<file path="config.mk">
export PLATFORM = sky130hd
export DESIGN_NAME = demux2_tdm
export DESIGN_NICKNAME = d
export VERILOG_FILES = /design/src/rtl/demux2_pkg.sv /design/src/rtl/demux2_tdm_chan_shift.sv /design/src/rtl/demux2_tdm.sv
export SDC_FILE = /design/constraint.sdc
export NUM_CORES = 1
export LEC_CHECK = 0
export CELL_PAD_IN_SITES_DETAIL_PLACEMENT = 0
export CELL_PAD_IN_SITES_GLOBAL_PLACEMENT = 2
export CORE_MARGIN = 2
export CORE_UTILIZATION = 34
export CTS_BUF_LIST = sky130_fd_sc_hd__clkbuf_4 sky130_fd_sc_hd__clkbuf_8
export DETAILED_ROUTE_END_ITERATION = 6
export PLACE_DENSITY_LB_ADDON = 0.25
export SYNTH_ARGS = -nofsm -noshare
export SYNTH_HDL_FRONTEND = slang
export SYNTH_SLANG_ARGS = --single-unit
</file>
<file path="constraint.sdc">
create_clock -name clk -period 1.6 [get_ports clk]
set_input_delay 0.24 -clock clk [delete_from_list [all_inputs] [get_ports clk]]
set_output_delay 0.24 -clock clk [all_outputs]
set_load 0.02 [all_outputs]
</file>
<file path="src/rtl/demux2_pkg.sv">
// Shared types and helpers for the two-channel TDM demultiplexer.
// Imported by the top level and the per-channel shift register.
package demux2_pkg;

    typedef enum logic {
        IDLE = 1'b0,
        RECV = 1'b1
    } state_t;

    // Bits needed to index every slot of a 2*width-slot frame.
    function automatic int slot_w(input int width);
        return $clog2(2 * width);
    endfunction

endpackage

</file>
<file path="src/rtl/demux2_tdm_chan_shift.sv">
// LSB-first shift register for one channel of the TDM frame.
// word_o shows the contents as they will be after the current edge.
module chan_shift #(
    parameter int WIDTH = 4
) (
    input  logic             clk,
    input  logic             rst,
    input  logic             en_i,
    input  logic             d_i,
    output logic [WIDTH-1:0] word_o
);

    logic [WIDTH-1:0] sh_q;
    logic [WIDTH-1:0] sh_d;

    // New bits enter at the MSB so the first bit ends up in bit 0.
    always_comb begin
        sh_d = sh_q;
        if (en_i) begin
            sh_d = {d_i, sh_q[WIDTH-1:1]};
        end
    end

    // Register the shift contents.
    always_ff @(posedge clk) begin
        if (rst) begin
            sh_q <= '0;
        end else begin
            sh_q <= sh_d;
        end
    end

    assign word_o = sh_d;

endmodule

</file>
<file path="src/rtl/demux2_tdm.sv">
// Two-channel TDM demultiplexer: slot tracking from a frame-start
// marker, per-channel deserialisation and a valid/ready output stage.
module demux2_tdm
    import demux2_pkg::*;
#(
    parameter int WIDTH = 4
) (
    input  logic             clk,
    input  logic             rst,
    input  logic             din,
    input  logic             frame_start,
    output logic             sel,
    output logic [WIDTH-1:0] q0,
    output logic [WIDTH-1:0] q1,
    output logic             valid,
    input  logic             ready,
    output logic             overrun
);

    localparam int CW = slot_w(WIDTH);
    localparam logic [CW-1:0] LAST = CW'(2 * WIDTH - 1);

    state_t           state_q;
    logic [CW-1:0]    cnt_q;
    logic [WIDTH-1:0] q0_q;
    logic [WIDTH-1:0] q1_q;
    logic             valid_q;
    logic             overrun_q;

    logic             in_recv;
    logic             odd_slot;
    logic             done;
    logic             en0;
    logic             en1;
    logic [WIDTH-1:0] word0;
    logic [WIDTH-1:0] word1;

    assign in_recv  = (state_q == RECV);
    assign odd_slot = cnt_q[0];

    // A frame completes when the last ch1 slot is captured undisturbed.
    assign done = in_recv && !frame_start && (cnt_q == LAST);

    // A frame_start cycle always carries ch0 bit 0.
    assign en0 = frame_start || (in_recv && !odd_slot);
    assign en1 = !frame_start && in_recv && odd_slot;

    assign sel = en1;

    chan_shift #(.WIDTH(WIDTH)) u_ch0 (
        .clk    (clk),
        .rst    (rst),
        .en_i   (en0),
        .d_i    (din),
        .word_o (word0)
    );

    chan_shift #(.WIDTH(WIDTH)) u_ch1 (
        .clk    (clk),
        .rst    (rst),
        .en_i   (en1),
        .d_i    (din),
        .word_o (word1)
    );

    // Slot-tracking FSM: restart on frame_start, count through the frame.
    always_ff @(posedge clk) begin
        if (rst) begin
            state_q <= IDLE;
            cnt_q   <= '0;
        end else if (frame_start) begin
            state_q <= RECV;
            cnt_q   <= CW'(1);
        end else if (in_recv) begin
            if (cnt_q == LAST) begin
                state_q <= IDLE;
                cnt_q   <= '0;
            end else begin
                cnt_q <= cnt_q + CW'(1);
            end
        end
    end

    // Output stage: load on completion unless a held frame blocks it.
    always_ff @(posedge clk) begin
        if (rst) begin
            q0_q      <= '0;
            q1_q      <= '0;
            valid_q   <= 1'b0;
            overrun_q <= 1'b0;
        end else if (done) begin
            if (!valid_q || ready) begin
                q0_q    <= word0;
                q1_q    <= word1;
                valid_q <= 1'b1;
            end else begin
                overrun_q <= 1'b1;
            end
        end else if (valid_q && ready) begin
            valid_q <= 1'b0;
        end
    end

    assign q0      = q0_q;
    assign q1      = q1_q;
    assign valid   = valid_q;
    assign overrun = overrun_q;

endmodule

</file>
==> reports/summary.log <==
qor: run_status.run_status complete, no violations
qor: finish.final_design_area_no_fill 1222 um^2
qor: sta.finalHoldViolCount 0
qor: finish.fin_nets 122
qor: worst_setup_path.worst_setup_path_end_kind output port
qor: worst_setup_path.slowest_delay 0.60 ns
qor: route.wl_per_cell 13.72 um
qor: route.drt-vias-per-instance 5.097
qor: sta.fin_crit_sh 94.07%
qor: worst_setup_path.worst_path_dominant_cell_family buffers and inverters
qor: sta.final-setup-viol-count 0
qor: sta.post-route-min-period 1.505 ns
qor: global_route.groute.layer.met2.usage 20.94%
qor: sta.drv_slew 0
qor: finish.seqCellArea 441.7 um^2
qor: route.drcViolationCount 0
qor: clocking.cts_made_buffers 3
qor: synth.post_synth_inst_count 93
qor: floorplanning.die-height 57.68 um
qor: worst_setup_path.critical_path_required 1.36 ns
qor: clocking.post-cts-setup-buffer-count 0
qor: floorplanning.ioPinCount 16
qor: finish.multi_input_gate_area 475.5 um^2
qor: worst_setup_path.critPathSlowestCell clkdlybuf4s50_1
qor: route.antenna_left 0
qor: floorplanning.die_area 3327 um^2
qor: route.routed_wl 1975 um
qor: clocking.clock_latency 0.30 ns
qor: finish.layout-drive-gt1-share 23.01%
qor: placement.gpl.final_weighted_congestion 0.6285
qor: finish.finish.cell_count_without_fillers 144
qor: global_route.globalRouteMet1Util 18.49%
qor: placement.numPlacedInstances 141
qor: clocking.clkSlewWorstSetupHoldPaths 0.12 ns
qor: clocking.cts-hold-fix-buffers 0
qor: pwr.total_leakage_power 0.4725 nW
qor: synth.net_count_of_the_mapped_netlist 100
qor: synth.synth.ff_latch_count 22
qor: global_route.met3_usage 2.009%
qor: clocking.cts_max_path_buffers 2
qor: global_route.grt_first_pass_wirelength 3415 um
qor: run.drv_cap 0
qor: finish.fillCellCount 277
qor: floorplanning.rows 19
qor: sta.setup_tns 0 ns
qor: synth.yosysWarnings 0
qor: global_route.initial_antenna_violation_count 0
qor: placement.dp_hpwl 1407 um
qor: global_route.grt.overflow.total 0
qor: synth.synthesis.area_per_instance 10.53 um^2
qor: placement.io_buffer_count 15
qor: pwr.powerDensity 740.9 nW/um^2
qor: sta.worstMarginPinSlew 0.2972 ns
qor: worst_setup_path.worstPathBufferInverterCount 1
qor: synth.synth_cell_types 24
qor: global_route.track_usage 13.59%
qor: route.drtPass1Iterations 4
qor: worst_setup_path.setup.worst_path.start_class register
qor: sta.relative_slew_margins 79.98%
qor: route.vias 734
qor: synth.synth_top_area_share 44.96%
qor: global_route.pin_count_of_the_biggest_net_entering_global_routing 23
qor: sta.fin_worst_skew 0.001076 ns
qor: floorplanning.initial_utilization 35.53%
qor: sta.max_freq 664.4 MHz
qor: synth.post_synth_instance_area 979.7 um^2
qor: floorplanning.core_region_area 2758 um^2
qor: placement.place_area 1199 um^2
qor: clocking.clockRootBuffer clkbuf_4
qor: worst_setup_path.crit_fanout 2
qor: worst_setup_path.critical_path_arrival 1.27 ns
qor: synth.synthDominantAreaCellType dfxtp_1
qor: pwr.vdd_drop_max 0.3575 mV
qor: pwr.total_power 0.9056 mW
qor: finish.antenna-diode-count 0
qor: sta.rsz0062_at_grt no
qor: clocking.tritoncts done
qor: min_path.min_path_type reg -> reg
qor: global_route.vias_in_the_first_global_route 766
qor: floorplanning.die_x 57.68 um
qor: clocking.numClockSinks 22
qor: global_route.grt_most_used_layer met2
qor: synth.synth_seq_area_share 44.96%
qor: finish.layout-area-overhead-vs-synth 24.78%
qor: route.drt_iter0_markers 12
qor: worst_setup_path.crit_chain clkdlybuf4s50_1
qor: worst_setup_path.worst-setup-path-type reg -> out
qor: clocking.htree_num_levels 1
qor: synth.synth.top_cells.by_area dfxtp_1 (45%), mux2i_1 (10%), a21oi_1 (7.2%)
cell type report:
| type | count | area share [%] |
|---|---|---|
| Multi-Input combinational cell | 61 | 38.89 |
| Inverter | 2 | 0.6141 |
| Sequential cell | 22 | 36.13 |
| Tap cell | 31 | 3.173 |
| Clock buffer | 3 | 1.842 |
| Timing Repair Buffer | 25 | 19.34 |
registers in the layout (all words and copies together) (netlist names):
signal	cells
cnt_q	3
in_recv	1
overrun	1
q0	4
q1	4
u_ch0.sh_q	4
u_ch1.sh_q	4
valid	1
worst paths after layout:
path	slack, ns	to	depth (start not counted)	from
setup / recovery	0.09	q1[2]	1	q1[2]
hold / removal	0.52	overrun	1	overrun
setup reg to reg	0.13	q0[3]	6	cnt_q[0]
hold reg to reg	0.52	overrun	1	overrun
logic make-up after synthesis:
| family | share of synthesized area (%) |
|---|---|
| and+or+nand+nor | 13.67 |
| muxes | 10.22 |
| DFF | 44.96 |
| adders and majority gates | 2.554 |
| AOI/OAI and AO/OA | 21.97 |
| buffers and inverters | 6.641 |
cell usage after synthesis:
library cell  instances
dfxtp_1              22
a21oi_1              14
mux2i_1              10
nor2_1                7
o21ai_0               5
a211oi_2              4
a311oi_2              4
or3b_1                4
buf_6                 3
clkbuf_1              2
ha_1                  2
inv_1                 2
nand3b_1              2
nor3_1                2
and2_4                1
and3b_1               1
buf_1                 1
buf_2                 1
buf_4                 1
nand2_1               1
nand2b_1              1
nor2b_1               1
nor2b_4               1
o21ba_2               1
repair_timing:
action                     4_1_cts  5_1_grt
setup endpoints to repair        1        1
pin swaps                        0        0
resized for setup                2        1
report_power, final:
part | leakage, nW | switching, mW | internal [mW] | total (mW)
Clock | 0.0138 | 0.165 | 0.0877 | 0.253
Sequential | 0.178 | 0.00612 | 0.557 | 0.563
Combinational | 0.280 | 0.0451 | 0.0442 | 0.0893
metrics by stage:
| stage | hold WS [ns] | setup slack (ns) | util, % |
|---|---|---|---|
| 3_5_place_dp | 0.4948 | -0.1789 | 43.47 |
| 3_3_place_gp | 0.4674 | -0.1744 | 43.47 |
| 2_1_floorplan | 0.3079 | 0.1260 | - |
| 4_1_cts | 0.5244 | 0.07444 | 44.28 |
| 6_report | 0.5151 | 0.09480 | 44.33 |
| 5_1_grt | 0.5587 | 0.01039 | 44.33 |
layer usage:
| metal | wire, um | share of wire, % |
|---|---|---|
| met2 | 917 | 46 |
| met5 | 0 | 0 |
| met3 | 124 | 6.3 |
| met4 | 21 | 1.1 |
| met1 | 912 | 46 |
placed cells by master (no fill, tap or decap), drive strengths merged, types with 2 or more instances in the layout:
cell,synthesis,layout
a211oi,4,4
a21oi,14,14
a311oi,4,4
buf,6,10
clkbuf,2,3
clkdlybuf4s50,0,14
dfxtp,22,22
ha,2,2
inv,2,2
mux2i,10,10
nand3b,2,2
nor2,7,7
nor2b,2,2
nor3,2,2
o21ai,5,5
or3b,4,4
(Power assumes the default switching activity.)
